### config.mk
export PLATFORM = sky130hd
export DESIGN_NAME = note_tone_generator
export DESIGN_NICKNAME = d
export VERILOG_FILES = /design/src/rtl/note_tone_generator_pkg.sv /design/src/rtl/note_period_lut.sv /design/src/rtl/note_tone_generator.sv
export SDC_FILE = /design/constraint.sdc
export NUM_CORES = 1
export LEC_CHECK = 0
export CELL_PAD_IN_SITES_DETAIL_PLACEMENT = 0
export CELL_PAD_IN_SITES_GLOBAL_PLACEMENT = 1
export CORE_ASPECT_RATIO = 1.4
export CORE_UTILIZATION = 51
export CTS_BUF_LIST = sky130_fd_sc_hd__clkbuf_8
export DETAILED_ROUTE_END_ITERATION = 8
export PLACE_DENSITY = 0.95
export SLEW_MARGIN = 20
export SYNTH_ARGS = -nofsm -noshare
export SYNTH_HDL_FRONTEND = slang
export SYNTH_SLANG_ARGS = --single-unit
### constraint.sdc
create_clock -name clk -period 9.7 [get_ports clk]
set_input_delay 1.455 -clock clk [delete_from_list [all_inputs] [get_ports clk]]
set_output_delay 1.455 -clock clk [all_outputs]
set_load 0.01 [all_outputs]
### src/rtl/note_tone_generator_pkg.sv
// Shared definitions for the note tone generator: FSM states, note word field layout,
// the centi-Hz frequency table and the half-period helper.
package note_tone_generator_pkg;

    typedef enum logic [1:0] {
        S_IDLE = 2'd0,
        S_LOAD = 2'd1,
        S_PLAY = 2'd2
    } state_e;

    localparam int unsigned NOTE_LSB  = 2;
    localparam int unsigned NOTE_MSB  = 8;
    localparam int unsigned NUM_NOTES = 7;

    localparam logic [1:0] OCT_MID  = 2'b00;
    localparam logic [1:0] OCT_HIGH = 2'b01;
    localparam logic [1:0] OCT_LOW  = 2'b10;

    // do, re, mi, fa, so, la, si of the middle octave, in centi-Hz
    localparam int unsigned FREQ_CHZ [NUM_NOTES] = '{
        26163, 29366, 32963, 34923, 39200, 44000, 49388
    };

    function automatic logic note_is_rest(input logic [9:0] word);
        return ($countones(word[NOTE_MSB:NOTE_LSB]) != 1);
    endfunction

    // Half period in clock cycles; 64-bit math since CLK_FREQ*50 overflows 32 bits.
    function automatic longint unsigned half_period_mid(input int unsigned clk_freq,
                                                        input int unsigned idx);
        longint unsigned num;
        longint unsigned den;
        num = clk_freq;
        den = FREQ_CHZ[idx];
        return (num * 64'd50) / den;
    endfunction

endpackage

### src/rtl/note_period_lut.sv
// Combinational decode of a note word into rest flag, note index (1..7) and the
// octave-adjusted half-period count.
module note_period_lut
    import note_tone_generator_pkg::*;
#(
    parameter int unsigned CLK_FREQ  = 100000000,
    parameter int unsigned CNT_WIDTH = 21
) (
    input  logic [9:0]           word_i,
    output logic                 is_rest_o,
    output logic [2:0]           index_o,
    output logic [CNT_WIDTH-1:0] half_period_o
);

    localparam logic [CNT_WIDTH-1:0] HALF_MID [NUM_NOTES] = '{
        CNT_WIDTH'(half_period_mid(CLK_FREQ, 0)),
        CNT_WIDTH'(half_period_mid(CLK_FREQ, 1)),
        CNT_WIDTH'(half_period_mid(CLK_FREQ, 2)),
        CNT_WIDTH'(half_period_mid(CLK_FREQ, 3)),
        CNT_WIDTH'(half_period_mid(CLK_FREQ, 4)),
        CNT_WIDTH'(half_period_mid(CLK_FREQ, 5)),
        CNT_WIDTH'(half_period_mid(CLK_FREQ, 6))
    };

    logic                 unused_reserved;
    logic [CNT_WIDTH-1:0] mid;
    logic [2:0]           idx;

    assign unused_reserved = word_i[9];

    always_comb begin
        mid       = '0;
        idx       = '0;
        is_rest_o = note_is_rest(word_i);
        for (int i = 0; i < NUM_NOTES; i++) begin
            if (word_i[NOTE_LSB + i]) begin
                mid = HALF_MID[i];
                idx = 3'(i + 1);
            end
        end
        if (is_rest_o) begin
            mid = '0;
            idx = '0;
        end
        index_o = idx;
        case (word_i[1:0])
            OCT_HIGH: half_period_o = mid >> 1;
            OCT_LOW:  half_period_o = mid << 1;
            default:  half_period_o = mid;
        endcase
    end

endmodule

### src/rtl/note_tone_generator.sv
// Square-wave tone generator: latches a one-hot note word, loads its half period and
// toggles audio_pwm at that rate; rests, mute and loss of valid silence the output.
module note_tone_generator
    import note_tone_generator_pkg::*;
#(
    parameter int unsigned CLK_FREQ  = 100000000,
    parameter int unsigned CNT_WIDTH = 21
) (
    input  logic       clk,
    input  logic       rst_n,
    input  logic       note_valid,
    input  logic [9:0] note_data,
    input  logic       mute,
    output logic       audio_pwm,
    output logic       audio_sd,
    output logic       playing,
    output logic [2:0] cur_note
);

    state_e               state_q, state_d;
    logic [9:0]           word_q, word_d;
    logic [CNT_WIDTH-1:0] half_q, half_d;
    logic [CNT_WIDTH-1:0] cnt_q, cnt_d;
    logic                 pwm_q, pwm_d;

    logic                 unused_reserved;
    logic [9:0]           eff_word;
    logic                 eff_rest;
    logic                 lut_rest;
    logic [2:0]           lut_index;
    logic [CNT_WIDTH-1:0] lut_half;

    assign unused_reserved = note_data[9];

    // Bit 9 is dropped here so the latched word and comparisons never see it.
    assign eff_word = (note_valid && !mute) ? {1'b0, note_data[8:0]} : '0;
    assign eff_rest = note_is_rest(eff_word);

    note_period_lut #(
        .CLK_FREQ  (CLK_FREQ),
        .CNT_WIDTH (CNT_WIDTH)
    ) u_lut (
        .word_i        (word_q),
        .is_rest_o     (lut_rest),
        .index_o       (lut_index),
        .half_period_o (lut_half)
    );

    always_ff @(posedge clk) begin
        if (!rst_n) begin
            state_q <= S_IDLE;
            word_q  <= '0;
            half_q  <= '0;
            cnt_q   <= '0;
            pwm_q   <= 1'b0;
        end else begin
            state_q <= state_d;
            word_q  <= word_d;
            half_q  <= half_d;
            cnt_q   <= cnt_d;
            pwm_q   <= pwm_d;
        end
    end

    always_comb begin
        state_d = state_q;
        word_d  = word_q;
        half_d  = half_q;
        cnt_d   = cnt_q;
        pwm_d   = pwm_q;
        unique case (state_q)
            S_IDLE: begin
                pwm_d = 1'b0;
                cnt_d = '0;
                if (!eff_rest) begin
                    word_d  = eff_word;
                    state_d = S_LOAD;
                end
            end
            S_LOAD: begin
                half_d  = lut_half;
                cnt_d   = '0;
                pwm_d   = 1'b0;
                state_d = lut_rest ? S_IDLE : S_PLAY;
            end
            S_PLAY: begin
                if (eff_word != word_q) begin
                    pwm_d = 1'b0;
                    cnt_d = '0;
                    if (eff_rest) begin
                        word_d  = '0;
                        state_d = S_IDLE;
                    end else begin
                        word_d  = eff_word;
                        state_d = S_LOAD;
                    end
                end else if (cnt_q == half_q - CNT_WIDTH'(1)) begin
                    pwm_d = !pwm_q;
                    cnt_d = '0;
                end else begin
                    cnt_d = cnt_q + CNT_WIDTH'(1);
                end
            end
            default: state_d = S_IDLE;
        endcase
    end

    assign audio_pwm = pwm_q;
    assign audio_sd  = (state_q == S_PLAY);
    assign playing   = (state_q == S_PLAY);
    assign cur_note  = (state_q == S_PLAY) ? lut_index : 3'd0;

endmodule

==> metrics <==
status completed; GRT Resource Usage Total 0.270; Initial DRT Pass Iterations 5; hpwl dp 8510 um; post-route ant nets 0; Comb power frac 0.322; Final Setup Violations 0; Required @ worst endpoint 9.96 ns; final-report hold violation count 0; CP Capture Type flip-flop; RSZ-0062 raised after global routing no; IO buf count 18; Final Core Density 0.566; Mapped Nets 596; CTS Buf Count 5; DRT Wirelength 11300 um; fraction of the mapped netlist area in compound gates 0.258; setup_tns 0 ns; sequential share of the synthesized area 0.243; R2R cell count 9; Iteration-0 DRC Markers 273; Final Wtd Congestion 0.950; P&R area growth vs syn 7.55%; maximum number of pins on one net before global-route repair 36; Psw 229 uW; Clock Tree Buf Depth 2; synth unique cells 68; CTS root buffer clkbuf_8; Vias 4132; post-synthesis adder-cell area fraction 0.0706; CP Class in2reg; Sw Share 0.347; P per Cell Area 143 nW/um2; simple-gate area share of the yosys netlist 0.275; Overflow after GRT 0; I/O pins 20; Worst R2R End half_q[6]$_SDFFE_PN0N_; mux share of post-synthesis cell area 0.00700; Min-Delay Path Class reg2reg; Antenna diodes 0; Synth Register Bits 52; Die H 111 um; r2r startpoint word_q[5]$_SDFFE_PN0P_; CTS H-tree lvls 2; worst path arrival time 6.21 ns; XOR/XNOR Fraction of Synth Area 0.0878; end point of the critical path word_q[3]$_SDFFE_PN0P_; max capacitance violation total 0; worst vdd rail ir drop 0.0788 mV; Flop pwr share 0.364; Avg Cell Area, Syn 7.64 um2; Clk pwr share 0.314; Hold Buf Count CTS 0; leakage power 1.63 nW; skew final 0.0116 ns; clk sink count 52; initial antenna violation count 0; worst reg-to-reg setup slack 5.84 ns; worst-path fanout max 13; row count 39; async set-reset flop share out of synthesis 0; EDFF count, synth 0; post-CTS sizing 0; Die ar. 8790 um2; Int Pwr 432 uW; CTS tree done; Avg Vias per Cell 6.34; first-pass GRT wire length 19000 um; Max-slew headroom 0.306; largest family of logic cells by synthesized area simple AND/OR/NAND/NOR gates; Core Area 8150 um2; top-area cell type share of the netlist area 0.243; Slew @ Worst Pin 1.04 ns; ranking of synthesized cells by area dfxtp_1 (24%), nor2_1 (5.1%), xnor2_1 (4.9%); Synth Cell Area 4290 um2; Nets 583; vias in the first global route 3988; YS warnings 0; Setup crit start note_valid; initial core utilization 0.527; most frequent cell after synthesis nor2_1; fin crit share 0.614; Clock transition at path regs 0.11 ns; crit path time final 5.95 ns; share of layout cells above drive strength 1 0.0455; post-CTS setup buffers 0; Clk Latency, worst-skew pair 0.32 ns; most frequent cells after synthesis nor2_1 (58), dfxtp_1 (52), nand2_1 (45); Primary FF master, synth dfxtp_1; routed length per instance 17.3 um; cell taking the most area after synthesis dfxtp_1; post-route DRC violation count 0; fmax 0.168 GHz; max-slew violations 0; Setup crit start kind input port; die width 79.5 um; Post-Synthesis Cells 562
## state kept, by name (all words and copies together), names as in the netlist
register   cells
word_q         9
cnt_q         21
half_q        19
audio_pwm      1
state_q        2
## worst min-delay path by stage
stage | start | to | depth (start not counted)
finish | half_q[18]$_SDFFE_PN0N_ | half_q[18]$_SDFFE_PN0N_ | 2
global route | half_q[18]$_SDFFE_PN0N_ | half_q[18]$_SDFFE_PN0N_ | 2
CTS | half_q[7]$_SDFFE_PN0N_ | half_q[7]$_SDFFE_PN0N_ | 2
detailed placement | half_q[18]$_SDFFE_PN0N_ | half_q[18]$_SDFFE_PN0N_ | 2
global placement | half_q[18]$_SDFFE_PN0N_ | half_q[18]$_SDFFE_PN0N_ | 2
floorplan | half_q[18]$_SDFFE_PN0N_ | half_q[18]$_SDFFE_PN0N_ | 2
## power by group through the flow
stage | logic, mW | registers [mW] | clock network [mW]
CTS | 0.210 | 0.240 | 0.209
finish | 0.213 | 0.241 | 0.207
detailed placement | 0.209 | 0.245 | 0
floorplan | 0.172 | 0.237 | 0
global placement | 0.204 | 0.244 | 0
global route | 0.236 | 0.243 | 0.219
## layer usage
metal	GRT usage	share of wire
met1	0.302	0.40
met2	0.479	0.52
met3	0.0339	0.028
met4	0.148	0.047
met5	0	0
## cell families (layout without fill, tap and decap cells)
kind of cell,after synthesis,count (layout)
flops,52,52
buf+inv,63,51
fa+ha+maj,20,20
mux,3,3
compound gates,161,161
xor+xnor,43,43
simple gates,220,220
## final cells by class
type                    count  area [um2]
multi-input cells         447        3000
clock inverters             3        90.1
fillers                   772        3530
well taps                 102         128
flip-flops and latches     52        1040
inverters                  22        82.6
clock buffers               5        68.8
repair buffers             21         203
## placed cells by master (no fill, tap or decap), drive strengths merged, types with 13 or more instances in the layout
cell	netlist	final
xor2	19	19
ha	13	13
xnor2	24	24
a21oi	35	35
o21ai	29	29
a211oi	22	22
clkdlybuf4s50	0	18
nand2	46	46
nor3	14	14
inv	21	21
nor2	58	58
dfxtp	52	52
nand3	26	26
## metrics by stage
stage	area (um2)	worst slack (ns)	total power [mW]	instances	hold slack [ns]
5_1_grt	4620	3.42	0.697	652	0.523
2_1_floorplan	4290	4.63	0.408	562	0.457
3_3_place_gp	4460	3.59	0.448	644	0.476
4_1_cts	4620	3.81	0.660	652	0.512
3_5_place_dp	4460	3.47	0.454	644	0.497
6_report	4620	3.75	0.661	652	0.507
## critical path, cell delays in order
cell and delay, ns:
clkdlybuf4s50_1 0.53, nor2b_1 0.59, nand2_1 0.18, fa_1 0.56, inv_1 0.06, fa_1 0.51, fa_1 0.44, fa_1 0.43
nor2_1 0.14, nand2_1 0.07, nor2_1 0.12, nor2_1 0.11, nor2_1 0.62, and3_1 0.27, o21a_1 0.11
No activity file was read; power rests on OpenSTA's default activity.
==> RTL change 1, RTL diff (same settings) <==
Register the inputs `note_valid`, `note_data` and `mute` before use, without a reset. The logic sees them one clock later.
--- a/src/rtl/note_tone_generator.sv
+++ b/src/rtl/note_tone_generator.sv
@@ -18,4 +18,14 @@
 );
 
+    logic note_valid_q;
+    logic [9:0] note_data_q;
+    logic mute_q;
+
+    always_ff @(posedge clk) begin
+        note_valid_q <= note_valid;
+        note_data_q  <= note_data;
+        mute_q       <= mute;
+    end
+
     state_e               state_q, state_d;
     logic [9:0]           word_q, word_d;
@@ -31,8 +41,8 @@
     logic [CNT_WIDTH-1:0] lut_half;
 
-    assign unused_reserved = note_data[9];
+    assign unused_reserved = note_data_q[9];
 
     // Bit 9 is dropped here so the latched word and comparisons never see it.
-    assign eff_word = (note_valid && !mute) ? {1'b0, note_data[8:0]} : '0;
+    assign eff_word = (note_valid_q && !mute_q) ? {1'b0, note_data_q[8:0]} : '0;
     assign eff_rest = note_is_rest(eff_word);
 
Function: changed (Yosys sat finds a counterexample within 4 cycles, from zero or initial values and one cycle with rst_n low).
==> RTL change 1 against the original RTL <==
Design area grew 1.9%; wire length shrank 0.59%; clock skew shrank 1.2 ps; largest cell class unchanged; utilization grew 1.1 points; highest routed layer unchanged; fmax grew 5.8%; worst setup slack gained 330 ps; sequential share of layout area grew 4.3 points; non-clock buffer count shrank 1; clock power grew 41%; sequential cell count grew 11; critical path depth shrank 6; first-iteration DRC count shrank 11%; area after synthesis shrank 0.38%; power grew 18%.
==> RTL change 1: results (changes against the original RTL) <==
Cells and area
  – Layout clock area frac: 0.05402 (+0.01959)
  – Area of the multi-input gates: 0.002778 mm2 (-7.5%)
  – Signal buf overhead: 0.04151 (-0.002403)
  – # diodes: 0 (unchanged)
  – Buffers excl. clock: 20 (-4.8%)
  – Layout cell share with drive strength beyond 1: 0.05893 (+0.01348)
  – #MultiIn Comb: 421 (-5.8%)
  – Seq area share: 0.2682 (+0.04269)
  – Largest registers: cnt_q: 21 flops, half_q: 19 flops

GRT
  – Grt met3 use: 0.04856 (+0.01468)
  – Routing usage on met1: 0.2739 (-0.02812)
  – Total GRT Usage: 0.2728 (+0.002807)
  – First-pass GRT wire length: 18.17 mm (-4.4%)
  – Largest net degree at the start of global routing: 50 (+39%)

Routing
  – 1st-iter DRT viols: 243 (-11%)
  – Met2 routed WL: 6.038 mm (+2.9%)
  – Vias/cell: 6.161 (-2.8%)
  – Detailed Route WL: 11.20 mm (-0.59%)
  – WL met1: 4.321 mm (-4.9%)
  – DR WL met3: 394 um (+25%)

Yosys
  – Commonest cells post-synth: 82 x nor2_1, 63 x dfxtp_1, 39 x nand2_1
  – Cell variety after synth: 65 (-4.4%)
  – Top post-synthesis cells by area: dfxtp_1 29%, nor2_1 7.2%, xnor2_1 6.1%
  – Post-Synth XOR/XNOR Area: 0.09014 (+0.002382)
  – Synth Area in Compound Gates: 0.2063 (-0.05170)
  – Post-Synth Adder-Cell Area: 0.07082 (+0.0002684)
  – Post-Syn Nets: 571 (-4.2%)
  – Proportion of synthesized area in mux cells: 0.02488 (+0.01788)
  – Register area share after synthesis: 0.2950 (+0.05243)

Placed design
  – DP Worst Slack: 4549 ps (+1074 ps)

Worst setup path
  – Flop-to-flop setup slack: 5390 ps (-450 ps)
  – Worst Path Arrival: 4170 ps (-2040 ps)
  – Reg2reg end: word_q[6]
  – Worst-path cell with the longest stage delay: dfxtp_1
  – Critical R2R Launch: note_valid_q
  – Kind of cell adding the most delay to the critical path: adder cells
  – Reg2Reg Depth: 15 (+6)

Clock network
  – Clk_lat worst skew: 350 ps (+30 ps)
  – Worst-path clk slew: 80 ps (-30 ps)
  – H-tree depth: 3 (+1)
  – Clk sinks: 63 (+21%)
  – Cts bufs inserted: 9 (+4)
  – Post-CTS Resized: 0 (unchanged)

Min path
  – Hold path startpoint: audio_pwm

STA
  – Slew headroom: 0.2891 (-0.01651)
  – Setup Skew: 10.45 ps (-1.199 ps)
  – Worst Hold Slack: 511.6 ps (+4.371 ps)

Power
  – Net Sw Power: 0.0002515 W (+9.8%)
  – P_clk: 0.000291 W (+41%)
  – Max VDD drop: 0.1419 mV (+80%)
  – Share of power burned in registers: 0.373 (+0.009)
  – Gate power share: 0.255 (-0.067)
  – Lkg Pwr: 1.656 nW (+1.4%)

Run status
  – Outcome: completed
## RTL change 1: worst max path at each step
stage / startpoint / cells after the start / to / slack (ps)
detailed placement: word_q[5] / 9 / cur_note[2] / 4550
finish: word_q[5] / 9 / cur_note[2] / 4070
CTS: word_q[5] / 9 / cur_note[2] / 4130
floorplan: word_q[2] / 10 / cur_note[1] / 5490
global route: word_q[5] / 9 / cur_note[1] / 3870
global placement: word_q[5] / 9 / cur_note[2] / 4580
## RTL change 1: worst reg2reg max path, cell delays in order, from the launching register on
cell and delay [ps]:
dfxtp_1 350, nor2b_1 180, and2_1 180, fa_1 530, inv_1 50, fa_1 500
inv_1 60, fa_1 430, fa_1 440, nor2_1 140, nand2_1 60, nor2_1 120
nor2_1 60, nor2_1 660, mux2_2 410, nor2_1 80
## RTL change 1: per-stage QoR
step | std cells | cell area (um2)
floorplan | 537 | 4275
global placement | 629 | 4448
detailed placement | 629 | 4448
CTS | 645 | 4702
global route | 645 | 4702
finish | 645 | 4702
==> RTL change 2, RTL diff (same flow settings) <==
Made on the original files. Change the package constant `NOTE_LSB` from 2 to 1.
--- a/src/rtl/note_tone_generator_pkg.sv
+++ b/src/rtl/note_tone_generator_pkg.sv
@@ -9,5 +9,5 @@
     } state_e;
 
-    localparam int unsigned NOTE_LSB  = 2;
+    localparam int unsigned NOTE_LSB  = 1;
     localparam int unsigned NOTE_MSB  = 8;
     localparam int unsigned NUM_NOTES = 7;
Behaviour: not the same (a bounded check fails within 4 cycles, from zero or initial values and one cycle with rst_n low).
==> RTL change 2 against the original RTL <==
Worst setup slack lost 210 ps; sequential cell count is the same; final cell count shrank 4.8%; wire length shrank 14%; utilization grew 0.23 points; die area shrank 3.2%; design area shrank 3.9%; sequential share of layout area grew 0.92 points; power shrank 7.0%; largest power group unchanged; area after synthesis shrank 3.3%; largest cell class unchanged.
==> RTL change 2: results (changes against the original RTL) <==
Yosys
  – Cell variety after synth: 62 (-8.8%)
  – Register area share after synthesis: 0.2508 (+0.008188)
  – Commonest cells post-synth: 55 x nand2_1, 52 x dfxtp_1, 49 x nor2_1
  – Top post-synthesis cells by area: dfxtp_1 25%, xnor2_1 6.8%, ha_1 5.1%
  – Post-Syn Nets: 565 (-5.2%)

Routing
  – WL met1: 3.960 mm (-13%)
  – 1st-iter DRT viols: 143 (-48%)
  – Detailed Route WL: 9.737 mm (-14%)
  – DR WL met3: 208 um (-34%)
  – Met2 routed WL: 5.146 mm (-12%)
  – Pre-antenna DRT Iters: 4 (-1)
  – Routed via count: 3,750 (-9.2%)

Min path
  – Hold path startpoint: half_q[18]

GRT
  – Total GRT Usage: 0.2403 (-0.02970)
  – Grt met3 use: 0.03096 (-0.002922)
  – First-pass GRT wire length: 16.23 mm (-15%)
  – Routing usage on met1: 0.2454 (-0.05669)
  – Number of global-route vias before repair: 3,666 (-8.1%)
  – GR Util met2: 0.4599 (-0.01930)
  – Initial antenna violation count: 0 (unchanged)
  – Largest net degree at the start of global routing: 51 (+42%)

Clock network
  – Clk_lat worst skew: 320 ps (about the same)

Worst setup path
  – Worst Path Arrival: 4710 ps (-1500 ps)
  – Max FO, Critical Path: 12 (-1)
  – Worst path max stage delay: 600 ps (-20 ps)
  – Worst-path cell with the longest stage delay: dfxtp_1
  – Worst Setup SP: word_q[5]

Cells and area
  – Layout cell share with drive strength beyond 1: 0.05950 (+0.01405)
  – Fin nets: 559 (-4.1%)

Placed design
  – Dpl hpwl: 7.460 mm (-12%)
  – GP Congestion: 0.9558 (+0.64%)
  – Dpl cell area: 0.004329 mm2 (-2.9%)

STA
  – Setup Skew: 9.526 ps (-2.119 ps)
  – Slew headroom: 0.4457 (+0.1401)

Power
  – Lkg Pwr: 1.596 nW (-2.3%)
  – Max VDD drop: 0.09180 mV (+17%)
  – Net Sw Power: 0.0002333 W (+1.9%)

Run status
  – Outcome: completed
[RTL change 2: power by group through the flow]
stage	Combinational [W]	Sequential [W]	Clock, W
2_1_floorplan	0.000185	0.000246	0
3_3_place_gp	0.000223	0.000255	0
3_5_place_dp	0.000228	0.000256	0
4_1_cts	0.000229	0.000251	0.000138
5_1_grt	0.000255	0.000254	0.000147
6_report	0.000229	0.000251	0.000135
[RTL change 2: worst paths after layout]
kind	end	slack (ps)	cells past startpoint
setup / recovery	cur_note[1]	3530	13
hold / removal	half_q[18]	530	2
setup reg to reg	half_q[10]	5170	15
hold reg to reg	half_q[18]	530	2
[RTL change 2: worst max-delay path, delay by kind of cell (launching register included)]
kind | cells | cell delay [ps]
flip-flops | 1 | 600
AO/OA/AOI/OAI | 1 | 190
AND/OR/NAND/NOR | 2 | 900
adder cells (fa/ha/maj) | 5 | 1790
buffers and inverters | 5 | 900
[RTL change 2: final cells by class]
| type | instances | area, um2 |
|---|---|---|
| fill | 781 | 3363 |
| sequential | 52 | 1041 |
| timing repair buffer | 21 | 202.7 |
| multi-input combinational | 413 | 2867 |
| clock buffer | 6 | 82.58 |
| clock inverter | 2 | 15.01 |
| inverter | 27 | 101.3 |
| tap | 100 | 125.1 |
[RTL change 2: cell families after synthesis]
logic type	after synthesis	synth area share
fa+ha+maj	25	0.08981
compound gates	138	0.2378
mux	3	0.007535
buf+inv	61	0.06058
flops	52	0.2508
simple gates	202	0.2586
xor+xnor	45	0.09494
[RTL change 2: metrics by stage]
stage,worst slack [ps],std cells
after floorplan,4517,526
after global placement,3656,613
after detailed placement,3591,613
after CTS,3501,621
after global routing,3216,621
final,3534,621
